$ cat config.mk
export PLATFORM = sky130hd
export DESIGN_NAME = ucode_seq
export DESIGN_NICKNAME = d
export VERILOG_FILES = /design/src/rtl/ucode_pkg.sv /design/src/rtl/ucode_tgen.sv /design/src/rtl/ucode_seq.sv
export SDC_FILE = /design/constraint.sdc
export NUM_CORES = 1
export LEC_CHECK = 0
export ABC_AREA = 1
export BUFFER_PORTS_ARGS = -buffer_cell sky130_fd_sc_hd__buf_2
export CAP_MARGIN = 20
export CORE_MARGIN = 5
export CORE_UTILIZATION = 45
export CTS_BUF_LIST = sky130_fd_sc_hd__clkbuf_16
export CTS_CLUSTER_SIZE = 10
export DETAILED_ROUTE_END_ITERATION = 7
export MAX_ROUTING_LAYER = met4
export PLACE_DENSITY = 0.77
export SLEW_MARGIN = 20
export SYNTH_ARGS = -nofsm -noshare
export SYNTH_HDL_FRONTEND = slang
export SYNTH_SLANG_ARGS = --single-unit
$ cat constraint.sdc
create_clock -name main_clk -period 1.8 [get_ports main_clk]
set_clock_uncertainty 0.15 [all_clocks]
set_input_delay 0.09 -clock main_clk [delete_from_list [all_inputs] [get_ports main_clk]]
set_output_delay 0.09 -clock main_clk [all_outputs]
set_load 0.02 [all_outputs]
$ cat src/rtl/ucode_pkg.sv
// ucode_pkg: shared definitions for the D3-28 microprogram sequencer.
//   - sequencer state encoding (IDLE / FETCH / RUN)
//   - microword sequencing mode encodings (NEXT / JUMP / CJUMP / HALT)
//   - bit positions of the sequencing fields inside En[44:1]
//   - microaddress width and number of time phases per microcycle
//   - next_uaddr(): next microaddress from mode, current upc, NA and branch condition
package ucode_pkg;

  localparam int UADDR_W = 10;
  localparam int NPHASE  = 10;
  localparam int WORD_W  = 44;

  // Field positions use the En[44:1] numbering of the command bus.
  localparam int NA_HI   = 44;
  localparam int NA_LO   = 35;
  localparam int MODE_HI = 34;
  localparam int MODE_LO = 33;

  typedef enum logic [1:0] {
    ST_IDLE  = 2'd0,
    ST_FETCH = 2'd1,
    ST_RUN   = 2'd2
  } state_t;

  typedef enum logic [1:0] {
    MODE_NEXT  = 2'b00,
    MODE_JUMP  = 2'b01,
    MODE_CJUMP = 2'b10,
    MODE_HALT  = 2'b11
  } mode_t;

  // HALT falls back to upc+1; the halt decision at t10 discards it anyway.
  function automatic logic [UADDR_W-1:0] next_uaddr(
    input mode_t              mode,
    input logic [UADDR_W-1:0] upc,
    input logic [UADDR_W-1:0] na,
    input logic               br
  );
    logic [UADDR_W-1:0] inc;
    inc = upc + UADDR_W'(1);
    case (mode)
      MODE_JUMP:  next_uaddr = na;
      MODE_CJUMP: next_uaddr = br ? na : inc;
      default:    next_uaddr = inc;
    endcase
  endfunction

endpackage

$ cat src/rtl/ucode_tgen.sv
// ucode_tgen: time-strobe generator for the microprogram sequencer.
// The active-low strobe register is itself the one-hot phase ring, so tn is
// registered and glitch-free.
// Ports:
//   clk      in   rising-edge clock
//   rst_n    in   asynchronous active-low reset (all strobes high)
//   run      in   sequencer will be in RUN next cycle; low parks the ring (all high)
//   advance  in   step the ring this cycle (loads t1 when parked)
//   hold     in   keep the current phase (t6 wait stretch)
//   tn       out  [NPHASE:1] active-low one-hot strobes, tn[k]=0 during phase k
module ucode_tgen
  import ucode_pkg::*;
(
  input  logic              clk,
  input  logic              rst_n,
  input  logic              run,
  input  logic              advance,
  input  logic              hold,
  output logic [NPHASE:1]   tn
);

  localparam logic [NPHASE:1] TN_IDLE = '1;
  localparam logic [NPHASE:1] TN_T1   = {{(NPHASE-1){1'b1}}, 1'b0};

  // Parked ring (all ones) enters at t1; otherwise the low bit rotates upward
  // and t10 wraps back to t1.
  always_ff @(posedge clk or negedge rst_n) begin
    if (!rst_n) begin
      tn <= TN_IDLE;
    end else if (!run) begin
      tn <= TN_IDLE;
    end else if (hold) begin
      tn <= tn;
    end else if (advance) begin
      if (&tn) begin
        tn <= TN_T1;
      end else begin
        tn <= {tn[NPHASE-1:1], tn[NPHASE]};
      end
    end
  end

endmodule

$ cat src/rtl/ucode_seq.sv
// ucode_seq: microprogram sequencer for the D3-28 control unit.
// Fetches 44-bit microwords from a synchronous control-store ROM (1-clock
// latency), holds the current word on En[44:1], produces the active-low time
// strobes tn[10:1] and computes the next microaddress from the word's
// NA (En[44:35]) and mode (En[34:33]) fields.
// Build option: define UCODE_SEQ_WAIT_EN to let wait_n=0 stretch phase t6;
// without it wait_n is unused and every microcycle is 10 clocks.
// Ports:
//   main_clk   in   sole clock
//   resn       in   asynchronous active-low reset
//   start      in   begin execution at START_ADDR (honoured in IDLE only)
//   halt_req   in   stop after the current microcycle (sampled at end of t10)
//   wait_n     in   memory/tape ready, low stretches t6
//   br_cond    in   branch condition (sampled at end of t8)
//   cs_addr    out  [9:0] control-store address
//   cs_data    in   [43:0] control-store word, valid one clock after cs_addr
//   En         out  [44:1] current microword
//   tn         out  [10:1] active-low time strobes
//   cycle_end  out  high during t10
//   running    out  high when not IDLE
module ucode_seq
  import ucode_pkg::*;
#(
  parameter logic [UADDR_W-1:0] START_ADDR = 10'h000
) (
  input  logic                main_clk,
  input  logic                resn,
  input  logic                start,
  input  logic                halt_req,
  input  logic                wait_n,
  input  logic                br_cond,
  output logic [UADDR_W-1:0]  cs_addr,
  input  logic [WORD_W-1:0]   cs_data,
  output logic [WORD_W:1]     En,
  output logic [NPHASE:1]     tn,
  output logic                cycle_end,
  output logic                running
);

  state_t             state_q, state_d;
  logic [UADDR_W-1:0] upc_q, nxt_q;
  logic               load_word;
  logic               tg_run, tg_advance, stretch;
  logic               at_t6, at_t8, at_t9, at_t10;
  mode_t              mode;
  logic               halt_now;

  assign at_t6  = ~tn[6];
  assign at_t8  = ~tn[8];
  assign at_t9  = ~tn[9];
  assign at_t10 = ~tn[10];

  assign mode     = mode_t'(En[MODE_HI:MODE_LO]);
  assign halt_now = (mode == MODE_HALT) || halt_req;

`ifdef UCODE_SEQ_WAIT_EN
  assign stretch = at_t6 & ~wait_n;
`else
  logic unused_wait_n;
  assign unused_wait_n = wait_n;
  assign stretch       = 1'b0;
`endif

  always_ff @(posedge main_clk or negedge resn) begin
    if (!resn) begin
      state_q <= ST_IDLE;
    end else begin
      state_q <= state_d;
    end
  end

  // t10 is never stretched, so testing at_t10 in RUN fires exactly once per
  // microcycle; a halt there returns to IDLE without loading a new word.
  always_comb begin
    state_d   = state_q;
    load_word = 1'b0;
    case (state_q)
      ST_IDLE: begin
        if (start) begin
          state_d = ST_FETCH;
        end
      end
      ST_FETCH: begin
        state_d   = ST_RUN;
        load_word = 1'b1;
      end
      ST_RUN: begin
        if (at_t10) begin
          if (halt_now) begin
            state_d = ST_IDLE;
          end else begin
            load_word = 1'b1;
          end
        end
      end
      default: begin
        state_d = ST_IDLE;
      end
    endcase
  end

  // The ring follows the next state so tn[1] drops on the same edge that
  // enters RUN, and all strobes rise on the edge that returns to IDLE.
  assign tg_run     = (state_d == ST_RUN);
  assign tg_advance = (state_q != ST_IDLE);

  // cs_addr presents nxt from t9 so the ROM word is ready for the t10->t1 edge.
  always_comb begin
    cs_addr = START_ADDR;
    if (state_q == ST_RUN) begin
      cs_addr = (at_t9 || at_t10) ? nxt_q : upc_q;
    end
  end

  assign running   = (state_q != ST_IDLE);
  assign cycle_end = at_t10;

  always_ff @(posedge main_clk or negedge resn) begin
    if (!resn) begin
      En    <= '0;
      upc_q <= '0;
      nxt_q <= '0;
    end else begin
      if ((state_q == ST_RUN) && at_t8) begin
        nxt_q <= next_uaddr(mode, upc_q, En[NA_HI:NA_LO], br_cond);
      end
      if (load_word) begin
        En    <= cs_data;
        upc_q <= (state_q == ST_FETCH) ? START_ADDR : nxt_q;
      end
    end
  end

  ucode_tgen u_tgen (
    .clk     (main_clk),
    .rst_n   (resn),
    .run     (tg_run),
    .advance (tg_advance),
    .hold    (stretch),
    .tn      (tn)
  );

endmodule
### Word-level counts from Yosys, hierarchy flattened

Index checks and enable logic that the tools add are counted.

| storage, ports and cells | value |
|---|---|
| output and inout bits | 66 |
| flip-flop bits (word level) | 76 |
| input port bits | 50 |

| cells by class | value |
|---|---|
| add/subtract/negate cells | 1 |
| bitwise operators | 3 |
| equal/unequal tests | 7 |
| reduce and logical (&&, ||, !) cells | 6 |
| muxes and demuxes | 15 |

Operators with widths:

| operator | number |
|---|---|
| two-way mux 10 bit | 7 |
| one-hot mux 10 bit (2 select lines) | 1 |
| adder 10 x 1 -> 10 bit, second input constant | 1 |
| AND reduction 10 bit | 1 |
| == test 2 bit, second input constant | 4 |
| two-way mux 2 bit | 3 |
| one-hot mux 2 bit (3 select lines) | 1 |
| == test 2 x 1 -> 1 bit, second input constant | 2 |
| inverter 1 bit | 3 |
| logical NOT 2 bit | 1 |
| logical OR 1 bit | 2 |
| two-way mux 1 bit | 2 |
| inequality test 2 bit, second input constant | 1 |
| one-hot mux 1 bit (2 select lines) | 1 |
| nonzero test 2 bit | 1 |
| logical AND 1 bit | 1 |

### Logic depth before layout (Yosys ltp)

| depth | value |
|---|---|
| depth after elaboration | 7 |
| depth in mapped cells | 10 |
| depth with buffers taken out | 9 |

### Modules after synthesis

A second synthesis with hierarchy kept.

| second synthesis, totals | value |
|---|---|
| cell total of the unflattened synthesis | 453 |
| area, all modules | 3694.8 µm² |

Modules (own cells, without submodules):

| module | seq. area each (µm²) | cells each | area each (µm²) | times used |
|---|---|---|---|---|
| ucode_seq | 1651.6 | 398 | 3230.6 | 1 |
| ucode_tgen | 262.8 | 55 | 464.2 | 1 |

### Worst setup path before layout

Ideal clock, no wire load.

| path | value |
|---|---|
| kind | flip-flop to flip-flop |
| from | register En[33] (netlist bit) |
| to | register En[33] (netlist bit) |
| library setup time | 118 ps |
| data required time | 1532 ps |
| period minus slack after synthesis | 1725 ps |
| slack | 75 ps |
| arrival time | 1457 ps |
| cell stages (with the launch flop) | 11 |
| cells stage by stage | dfrtp_1 > ha_1 > inv_1 > nand2_1 > nor3_2 > or2_1 > buf_6 > nand2_8 > buf_6 > nand2_1 > nand2_1 |

| between the ends | value |
|---|---|
| cells in the longest elaborated chain, start to end | 5 |

Ends and longest elaborated chain:

| item | RTL line | RTL |
|---|---|---|
| start, declared | ucode_seq.sv:34 | `output logic [WORD_W:1] En,` |
| start signal, assigned | ucode_seq.sv:128 | `En <= cs_data;` |
| == test 2 bit | ucode_seq.sv:54 | `assign halt_now = (mode == MODE_HALT) \|\| halt_req;` |
| logical OR 1 bit | ucode_seq.sv:54 |  |
| two-way mux 1 bit | ucode_seq.sv:89 | `if (halt_now) begin` |
| two-way mux 1 bit | ucode_seq.sv:88 | `if (at_t10) begin` |
| one-hot mux 1 bit (2 select lines) | ucode_seq.sv:77 | `case (state_q)` |

No other way between the ends.
A chain may end at the register's enable or synchronous reset.

### Worst setup path after layout

| path | value |
|---|---|
| from | register state_q[1] |
| to | register En[42] (netlist bit) |

| between the ends | value |
|---|---|
| cells in the longest elaborated chain, start to end | 2 |
| elaborated cells between the ends (all ways) | 3 |

Ends and longest elaborated chain:

| item | RTL line | RTL |
|---|---|---|
| start, declared | ucode_seq.sv:40 | `state_t state_q, state_d;` |
| start signal, assigned | ucode_seq.sv:68 | `state_q <= state_d;` |
| == test 2 bit or == test 2 x 1 -> 1 bit (tied branches) | ucode_seq.sv:77 |  |
| one-hot mux 1 bit (2 select lines) * | ucode_seq.sv:77 |  |

Mark *: on every way between the ends. The rest lies on a longest branch, timed or not.

==> results_dict.tcl <==
set metrics [dict create \
    hold_class "input port to register" \
    yosys_warnings 0 \
    final_hold_viol_count 0 \
    fin_crit_sh 1.02 \
    final_common_cell "nand2_1" \
    clock-sinks 76 \
    fillCellCount 475 \
    vias_per_cell 5.65 \
    numCtsBuffers 9 \
    place.gp.congestion 0.899 \
    total_power_mw 9.76 \
    postRouteAntennaNets 0 \
    layout_common_cells "129 x nand2_1, 103 x buf_2, 66 x dfrtp_1" \
    drc 2 \
    cts.clk_slew.worst_paths_ns 0.06 \
    wire_per_inst_microns 19.1 \
    die_w_microns 101 \
    p_per_area_nw_per_um2 1630 \
    slowest_delay_ns 0.44 \
    overflow 0 \
    dpl.hpwl_microns 7010 \
    fmax_mhz 546 \
    ys_seq_area_frac 0.515 \
    syn_nets 516 \
    drive_above_1_share 0.402 \
    antenna_found_initial 0 \
    rsz0062_at_grt "true" \
    ys_seq_elements 76 \
    required_ns 1.87 \
    ys_types 27 \
    violations "design-rule violations, negative setup slack" \
    io_pins 116 \
    cts-root-buf "clkbuf_16" \
    worstPathArrival_ns 1.90 \
    start_kind "register" \
    dieArea_sq_um 10200 \
    syn_area_per_cell_sq_um 8.11 \
    fin_ws_ns -0.0332 \
    via_count 4290 \
    grt_pass1_vias 4143 \
    h-tree-depth 3 \
    slowest_stage "dfrtp_1" \
    cts_tree "done" \
    synthCells 458 \
    rows 33 \
    fin_crit_ns 1.83 \
    first_iter_violations 425 \
    synth_area_sq_um 3710 \
    finalSetupViolCount 11 \
    seq_power_share 0.267 \
    power_frac_comb 0.515 \
    timing.critical_path.cells "inv_1 > ha_1 > or2_4 > buf_12 > clkbuf_16 > nand3_1 > nand2_1" \
    power.internal_mw 5.44 \
    port-buffer-count 114 \
    regArea_sq_um 1910 \
    switching_share 0.442 \
    maxCapViolCount 0 \
    nets 707 \
    grt_max_degree 45 \
    worstMarginPinSlew_ns 0.468 \
    grt_use_total 0.254 \
    endpoint_kind "register" \
    clkPwrFrac 0.218 \
    crit_type "register to register" \
    cp_max_fo 8 \
    total_switching_power_mw 4.31 \
    start_util 0.457 \
    vdd_ir_drop_max_mv 1.38 \
    routed_wl_microns 14500 \
    clkLatencyLatePin_ns 0.34 \
    antennaDiodeCount 0 \
    post-place-ws_ns -0.0546 \
    core_area_sq_um 8130 \
    area_growth_pct 61.2 \
    status "complete, but fails checks" \
    multi_input_area_sq_um 1930 \
    die_h_microns 101 \
    leakage_nw 3.01 \
    cts_buffer_depth 2 \
    slew_viol_final 0 \
    grt_pass1_wl_microns 19800 \
    drt-pass1-iter-count 8 \
    relSlewSlack 0.688 \
]
## registers in the layout (all words and copies together) (netlist names)
| register | cells |
|---|---|
| En | 44 |
| nxt_q | 10 |
| u_tgen.tn | 10 |
| upc_q | 10 |
| state_q | 2 |
## per-stage QoR
| stage | cell area (sq um) | hold WS [ns] | util | instances | setup TNS (ns) |
|---|---|---|---|---|---|
| floorplan | 3710 | -0.356 | - | 458 | 0 |
| global placement | 4470 | -0.0963 | 0.550 | 672 | -0.000685 |
| detailed placement | 4470 | -0.0819 | 0.550 | 672 | -1.40 |
| CTS | 5380 | 0.0223 | 0.661 | 741 | -0.00350 |
| global route | 5980 | 0.0629 | 0.736 | 759 | -1.91 |
| finish | 5980 | 0.0358 | 0.736 | 759 | -0.176 |
## layout make-up
cell class | count | share of cell area
inverter | 35 | 0.0224
tap | 105 | 0.0220
timing repair buffer | 197 | 0.255
clock inverter | 7 | 0.0205
clock buffer | 9 | 0.0376
multi-input combinational | 329 | 0.322
sequential | 76 | 0.320
timing repair inverter | 1 | 0.00125
## power by group through the flow
stage | logic, mW | clock network [mW] | registers, mW
after global placement | 3.38 | 0 | 2.51
after global routing | 5.31 | 2.21 | 2.64
final | 5.03 | 2.13 | 2.60
after floorplan | 1.62 | 0 | 3.10
after CTS | 3.70 | 2.13 | 2.52
after detailed placement | 3.48 | 0 | 2.53
## critical path, delay by kind of cell, from the launching register on
family,cells,cell delay [ns]
simple gates,3,0.42
buf+inv,3,0.47
flops,1,0.44
fa+ha+maj,1,0.23
## path summary, 6_finish.rpt
kind / start / endpoint / slack, ns / cells past startpoint
worst min register to register: En[6] / En[6] / 0.32 / 2
min in group asynchronous: resn / En[22] / 0.09 / 2
worst min-delay path: start / state_q[1] / 0.04 / 5
max in group asynchronous: resn / u_tgen.tn[1] / 0.74 / 3
worst max-delay path: state_q[1] / En[42] / -0.03 / 7
worst max register to register: state_q[1] / En[42] / -0.03 / 7
## Yosys cell counts
| library cell | instances | area [sq um] |
|---|---|---|
| o21bai_1 | 1 | 7.51 |
| o21ai_0 | 19 | 95.1 |
| a21boi_0 | 1 | 7.51 |
| dfrtp_1 | 66 | 1650 |
| a21oi_2 | 1 | 8.76 |
| or2_2 | 1 | 6.26 |
| nor2_1 | 21 | 78.8 |
| nand2_2 | 1 | 6.26 |
| nand3_1 | 54 | 270 |
| ha_1 | 8 | 100 |
| nand2_1 | 161 | 604 |
| clkinv_1 | 1 | 3.75 |
| inv_1 | 30 | 113 |
| a22oi_1 | 4 | 30.0 |
| inv_2 | 4 | 15.0 |
| xnor2_1 | 2 | 17.5 |
| nand2_8 | 1 | 20.0 |
| dfstp_2 | 10 | 263 |
| nor3_2 | 1 | 10.0 |
| clkbuf_1 | 9 | 33.8 |
| buf_6 | 6 | 67.6 |
| buf_2 | 6 | 30.0 |
| a31oi_1 | 1 | 6.26 |
| or2_1 | 2 | 12.5 |
| nand4_1 | 20 | 125 |
| a21oi_1 | 23 | 115 |
| buf_1 | 4 | 15.0 |
## kinds of logic after synthesis
| group | after synthesis | share of synthesized area |
|---|---|---|
| flops | 76 | 0.515 |
| simple gates | 262 | 0.305 |
| buf+inv | 60 | 0.0748 |
| xor+xnor | 2 | 0.00472 |
| fa+ha+maj | 8 | 0.0270 |
| compound gates | 50 | 0.0728 |
## per-layer routing
metal	routed length, microns	global-route usage	part of all wire	vias up
li1	-	-	-	1883
met1	5250	0.310	0.36	2050
met2	7420	0.425	0.51	292
met3	1170	0.0367	0.081	65
met4	616	0.102	0.043	0
met5	0	-	0	-
## repair_timing
| action | CTS | global route |
|---|---|---|
| endpoints found under the hold margin | 110 | 0 |
| pin swaps | 0 | 33 |
| resized for setup | 13 | 101 |
| cloned | 2 | 11 |
| endpoints found under the setup margin | 64 | 69 |
| setup buffers | 6 | 7 |
| hold buffers | 45 | 0 |
Note: power is estimated with default switching activity, not from simulation.
